===== config.mk =====
export PLATFORM = sky130hd
export DESIGN_NAME = shift_add_mult_flat
export DESIGN_NICKNAME = d
export VERILOG_FILES = /design/src/rtl/shift_add_mult_if.sv /design/src/rtl/shift_add_mult.sv /design/src/flat_wrapper.sv
export SDC_FILE = /design/constraint.sdc
export NUM_CORES = 1
export LEC_CHECK = 0
export CAP_MARGIN = 20
export CELL_PAD_IN_SITES_DETAIL_PLACEMENT = 0
export CELL_PAD_IN_SITES_GLOBAL_PLACEMENT = 1
export CORE_MARGIN = 10
export CORE_UTILIZATION = 35
export DETAILED_ROUTE_END_ITERATION = 8
export HOLD_SLACK_MARGIN = 0.08
export PLACE_DENSITY_LB_ADDON = 0.2
export SETUP_SLACK_MARGIN = 0.5
export SLEW_MARGIN = 30
export SYNTH_ARGS = -nofsm -noshare
export SYNTH_HDL_FRONTEND = slang
export SYNTH_SLANG_ARGS = --single-unit
export TNS_END_PERCENT = 1

===== constraint.sdc =====
create_clock -name clk -period 2.15 [get_ports clk]
set_input_delay 0.215 -clock clk [delete_from_list [all_inputs] [get_ports clk]]
set_output_delay 0.215 -clock clk [all_outputs]
set_load 0.02 [all_outputs]

===== src/rtl/shift_add_mult_if.sv =====
// Handshake/operand/result bundle for shift_add_mult. The multiplier owns the
// slave side; whoever issues operations and consumes the product owns the master side.
interface shift_add_mult_if #(
  parameter int N = 8
);
  logic           start;
  logic [N-1:0]   a;
  logic [N-1:0]   b;
  logic           busy;
  logic           done;
  logic [2*N-1:0] p;

  modport master (
    output start, a, b,
    input  busy, done, p
  );

  modport slave (
    input  start, a, b,
    output busy, done, p
  );
endinterface


===== src/rtl/shift_add_mult.sv =====
// Sequential unsigned N x N shift-and-add multiplier, one partial product per clock,
// registered 2N-bit product with a one-cycle done pulse.
// Optional: define SHIFT_ADD_MULT_EARLY_EXIT_EN to stop once the multiplier runs out of set bits.
module shift_add_mult #(
  parameter int N = 8
) (
  input  logic           clk,
  input  logic           rest,
  shift_add_mult_if.slave bus
);

  localparam int CW = $clog2(N + 1);
  localparam logic [CW-1:0] LAST_CNT = CW'(N - 1);

  typedef enum logic [1:0] {
    IDLE = 2'd0,
    RUN  = 2'd1,
    DONE = 2'd2
  } state_e;

  state_e         state_q, state_d;
  logic [2*N-1:0] mcand_q, mcand_d;
  logic [N-1:0]   mplr_q,  mplr_d;
  logic [2*N-1:0] acc_q,   acc_d;
  logic [CW-1:0]  cnt_q,   cnt_d;
  logic [2*N-1:0] p_q,     p_d;

  logic [2*N-1:0] acc_sum;
  logic [N-1:0]   mplr_shift;
  logic           last_iter;

  // Datapath for the current RUN iteration; the sum cannot exceed 2N bits for N x N.
  assign acc_sum    = mplr_q[0] ? (acc_q + mcand_q) : acc_q;
  assign mplr_shift = mplr_q >> 1;

`ifdef SHIFT_ADD_MULT_EARLY_EXIT_EN
  assign last_iter  = (cnt_q == LAST_CNT) || (mplr_shift == '0);
`else
  assign last_iter  = (cnt_q == LAST_CNT);
`endif

  always_comb begin
    // NOTE: every next-state value defaults to its hold value first, so no path
    // through the case can leave a signal unassigned and infer a latch.
    state_d = state_q;
    mcand_d = mcand_q;
    mplr_d  = mplr_q;
    acc_d   = acc_q;
    cnt_d   = cnt_q;
    p_d     = p_q;

    unique case (state_q)
      IDLE: begin
        if (bus.start) begin
          mcand_d = {{N{1'b0}}, bus.a};
          mplr_d  = bus.b;
          acc_d   = '0;
          cnt_d   = '0;
          state_d = RUN;
        end
      end

      RUN: begin
        acc_d   = acc_sum;
        mcand_d = mcand_q << 1;
        mplr_d  = mplr_shift;
        cnt_d   = cnt_q + 1'b1;
        if (last_iter) begin
          p_d     = acc_sum;
          state_d = DONE;
        end
      end

      DONE: begin
        state_d = IDLE;
      end

      default: begin
        state_d = IDLE;
      end
    endcase
  end

  always_ff @(posedge clk or posedge rest) begin
    if (rest) begin
      state_q <= IDLE;
      mcand_q <= '0;
      mplr_q  <= '0;
      acc_q   <= '0;
      cnt_q   <= '0;
      p_q     <= '0;
    end else begin
      // NOTE: non-blocking assignments so every register samples the pre-edge
      // values computed above, independent of statement order.
      state_q <= state_d;
      mcand_q <= mcand_d;
      mplr_q  <= mplr_d;
      acc_q   <= acc_d;
      cnt_q   <= cnt_d;
      p_q     <= p_d;
    end
  end

  // Outputs decode from registers only; nothing combinational reaches them from inputs.
  assign bus.busy = (state_q != IDLE);
  assign bus.done = (state_q == DONE);
  assign bus.p    = p_q;

endmodule


===== src/flat_wrapper.sv =====
// flat-port wrapper written by rule: the top's interface ports become plain ports
module shift_add_mult_flat 
#(
  parameter int N = 8
)
  (clk, rest, bus_start, bus_a, bus_b, bus_busy, bus_done, bus_p);
  shift_add_mult_if #(.N(N)) bus_i ();
  input  logic clk;
  input  logic rest;
  input wire logic [$bits(bus_i.start)-1:0] bus_start;
  input wire logic [$bits(bus_i.a)-1:0] bus_a;
  input wire logic [$bits(bus_i.b)-1:0] bus_b;
  output wire logic [$bits(bus_i.busy)-1:0] bus_busy;
  output wire logic [$bits(bus_i.done)-1:0] bus_done;
  output wire logic [$bits(bus_i.p)-1:0] bus_p;
  assign bus_i.start = bus_start;
  assign bus_i.a = bus_a;
  assign bus_i.b = bus_b;
  assign bus_busy = bus_i.busy;
  assign bus_done = bus_i.done;
  assign bus_p = bus_i.p;
  shift_add_mult #(.N(N)) u_core (.clk(clk), .rest(rest), .bus(bus_i));
endmodule

### Word-level counts from Yosys, hierarchy flattened

Cells that the tools add are included.

| word-level totals | value |
|---|---|
| flip-flop bits (word level) | 62 |
| input bits | 19 |
| output and inout port bits | 18 |
| logic and storage cells | 31 |

| cells by class | value |
|---|---|
| add/sub/neg operators | 2 |
| equal/unequal tests | 5 |
| mux-type cells | 12 |
| reductions and logical operators | 6 |

Operators by type and width:

| kind | count |
|---|---|
| $pmux 16 s2 | 2 |
| $mux 16 | 3 |
| $add 16x16->16 | 1 |
| $pmux 8 s2 | 1 |
| $mux 8 | 1 |
| $pmux 4 s2 | 1 |
| $reduce_and 2->1 | 3 |
| $add 4x1->4 const B | 1 |
| $eq 4x3->1 const B | 1 |
| $mux 2 | 2 |
| $mux 4 | 1 |
| $pmux 2 s2 | 1 |
| $reduce_bool 2->1 | 2 |
| $eq 2x1->1 const B | 1 |
| $eq 2x2->1 const B | 1 |
| $logic_not 2->1 | 1 |
| $ne 2x1->1 const B | 1 |
| $ne 2x2->1 const B | 1 |

### Longest topological paths before layout

| depth | value |
|---|---|
| word-level depth | 3 |
| gate-level depth with buffers | 9 |

### Worst setup path before layout

Ideal clock, no wire load.

| timing path | value |
|---|---|
| path type | flip-flop to flip-flop |
| start point | register u_core.acc_q[0] |
| end point | register u_core.p_q[14] (netlist: u_core.bus.p[14]) |
| setup time | 99 ps |
| arrival | 1936 ps |
| data required time | 2051 ps |
| setup slack | 114 ps |
| cell stages (with the launch flop) | 10 |
| path buffers | 0 |
| period minus slack after synthesis | 2036 ps |
| cell sequence | dfrtp_1 ha_1 fa_1 a21oi_2 o211ai_2 nand2_1 a211o_1 o21ai_2 xnor2_1 a311oi_1 |

| on the way | value |
|---|---|
| longest elaborated chain between the ends | 2 |

RTL lines:

| element | RTL line | RTL |
|---|---|---|
| from (decl) | shift_add_mult.sv:24 | `logic [2*N-1:0] acc_q, acc_d;` |
| from (signal assigned) | shift_add_mult.sv:89 | `acc_q <= '0;` |
| from (signal assigned) | shift_add_mult.sv:98 | `acc_q <= acc_d;` |
| $add 16x16->16 | shift_add_mult.sv:33 | `assign acc_sum = mplr_q[0] ? (acc_q + mcand_q) : acc_q;` |
| $mux 16 | shift_add_mult.sv:33 |  |
| to (signal assigned) | shift_add_mult.sv:100 | `p_q <= p_d;` |
| to (decl) | shift_add_mult.sv:26 | `logic [2*N-1:0] p_q, p_d;` |

No other way between the ends.
A chain may end at the register's enable or synchronous reset.

### Worst setup path in the final report

| timing path | value |
|---|---|
| start point | register u_core.acc_q[0] |
| end point | register u_core.p_q[4] (netlist: u_core.bus.p[4]) |

Same word-level chain as after synthesis.

==> reports/results.tsv <==
metric	value	unit
status	finished, final reports clean	
startpoint_type	register	
ant_nets	0	
crit_path_max_fanout	2	
layout_common_cells	dfrtp_1 (59), nand2_1 (54), nor2_1 (36)	
use_met3	3.03	%
pre_cts_slack	-48.3	ps
synth_ff_type	dfrtp_1	
fp-row-count	35	
placed_area	0.00384	mm^2
holdBufCountCts	0	
final_core_util	47.2	%
path_clk_slew	70	ps
syn-cell-area	0.00326	mm^2
final_cell_area	0.00432	mm^2
p_sw	3570	uW
vias_per_cell	5.14	
hp-class	in2async	
ioPinCount	37	
period_minus_slack	2130	ps
netlist.area_leader.share	47.5	%
die_h	117	um
grt_use_met2	18.8	%
ff2ff_path_depth	10	
drt-total-wl	8320	um
setup_ws	16.6	ps
async_reset_ff_share	100	%
start_util	35.7	%
vias	2667	
cts_tree	yes	
route.detailed.drc	0	
cts_buffers	9	
cts.sinks	62	
busiest_layer	met2	
cp-endpoint	u_core.bus.p[4]	
avgRoutedWirePerCell	16.0	um
syn_to_final_growth	32.4	%
grt-ovfl-total	0	
clock_path_buffers	2	
power_density	1900	mW/mm^2
synth-seq-area-share	47.5	%
switching_share	43.6	%
grt_pass1_wl	13600	um
grt.met1_usage	17.9	%
pwr-share-seq	27.2	%
final_common_cell	dfrtp_1	
cap_violations	0	
tightestPinTransition	635	ps
grt_pass1_vias	2637	
die_width	117	um
cts.root.buffer_cell	clkbuf_8	
syn_nets	387	
hold_viol	0	
port_buffers	36	
synth_seq_cells	62	
rsz0062_at_grt	true	
worstSetupPathType	reg2reg	
timing.rr.start	u_core.acc_q[0]	
syn_inst	351	
htreeDepth	3	
max_slew_margin	57.6	%
syn_area_per_cell	9.30	um^2
p_clk_share	11.5	%
crit_arrival	2340	ps
yosys_warnings	0	
dp_hpwl	5790	um
drt_iter0_drc	66	
rrSetupSlack	20	ps
irDropWorstVdd	615	uV
die_area	0.0136	mm^2
fmax	469	MHz
fin_nets	441	
fill_cells	904	
worstSkewPairLatency	340	ps
grt_max_degree	63	
fin_crit_sh	99.2	%
p_comb_share	61.3	%
r2r_end	u_core.bus.p[4]	
synth_area_leaders	dfrtp_1 (48%), nand2_1 (6.6%), ha_1 (6.1%)	
insertedDiodeCount	0	
setup_viol	0	
grt_antenna_before_repair	0	
firstDrtPassIters	4	
p_leak	0.00188	uW
end_kind	register	
drive_above_1_share	20.3	%
slew_violations	0	
synth_cell_types	48	
grt_util_all_layers	12.8	%
core_area	0.00915	mm^2
clock_skew	8.20	ps
synth_edf_count	0	
intPower	4620	uW
gp_congestion	0.825	
crit_start	u_core.acc_q[0]	
synth_top_cell_by_area	dfrtp_1	
cp.required	2360	ps
==> power groups by stage <==
stage                     clock network [uW]  registers (uW)  logic (uW)
after floorplan                            0            2230        2900
after global placement                     0            2160        4200
after detailed placement                   0            2180        4240
after CTS                                967            2170        4440
after global routing                    1020            2300        5580
final                                    942            2230        5020
==> critical path, stage by stage, from the launching register on <==
cell and delay [ps]:
dfrtp_1 390, ha_2 210, fa_2 360, a21oi_2 180, buf_4 130, buf_4 90, and2b_1 160, nor2_1 110
xnor2_1 80, mux2i_1 210, o21ai_1 90
==> flip-flops by register name (all words and copies together), names as in the netlist <==
name,flops
u_core.mplr_q,8
u_core.cnt_q,4
u_core.bus.p,16
u_core.mcand_q,16
u_core.state_q,2
u_core.acc_q,16
==> cell families after synthesis <==
group,count (synthesis),share of synthesized area [%]
compound gates,102,19.6
xor+xnor,13,3.49
fa+ha+maj,17,6.75
simple gates,123,16.0
buf+inv,24,3.49
flops,62,47.5
mux,10,3.07
==> cells in the mapped netlist, types with 2 or more instances <==
master    count
dfrtp_1      62
nand2_1      57
nor2_1       39
o21ai_0      32
a21oi_1      21
ha_1         16
o22ai_1      14
mux2i_1      10
a22o_1        9
xnor2_1       9
clkbuf_1      7
inv_1         7
nand3_1       7
nor3_1        5
buf_1         4
o21a_1        4
o21ai_1       4
xor2_1        4
nor2b_1       3
o21bai_1      3
a211oi_1      2
buf_4         2
buf_6         2
nand2b_1      2
nand4_1       2
o31ai_1       2
==> worst min path at each step <==
stage / startpoint / endpoint / slack [ps]
3_5_place_dp: u_core.bus.p[10] / u_core.bus.p[10] / 460
3_3_place_gp: u_core.bus.p[6] / u_core.bus.p[6] / 460
6_report: rest / u_core.bus.p[3] / 230
2_1_floorplan: bus_a[0] / u_core.mcand_q[0] / 320
5_1_grt: rest / u_core.acc_q[2] / 300
4_1_cts: rest / u_core.bus.p[3] / 270
==> through the flow <==
stage          TNS [ps]  hold slack (ps)  std cells  power [uW]
6_report              0              233        519        8190
5_1_grt            -643              305        519        8900
4_1_cts               0              272        518        7580
3_5_place_dp      -60.9              465        498        6420
3_3_place_gp          0              461        498        6360
2_1_floorplan         0              320        351        5130
==> area by class of cell <==
class	instances	area, um^2	area share, %
clock buffers	13	169	3.91
clock inverters	1	5.00	0.116
inverters	8	32.5	0.753
multi-input cells	265	1860	43.2
flip-flops and latches	62	1560	36.0
well taps	111	139	3.22
repair buffers	59	554	12.8
==> metal layers <==
metal,up-vias,routed length [um]
met2,43,3630
met4,0,85
met5,-,0
met1,1264,4250
met3,7,351
li1,1353,-
==> what timing repair did <==
item,in CTS,in global routing
cloned,0,0
resized for setup,4,43
setup endpoints to repair,27,34
pin swaps,9,15
endpoints found under the hold margin,0,0
setup buffers,6,1
(Power assumes the default switching activity.)
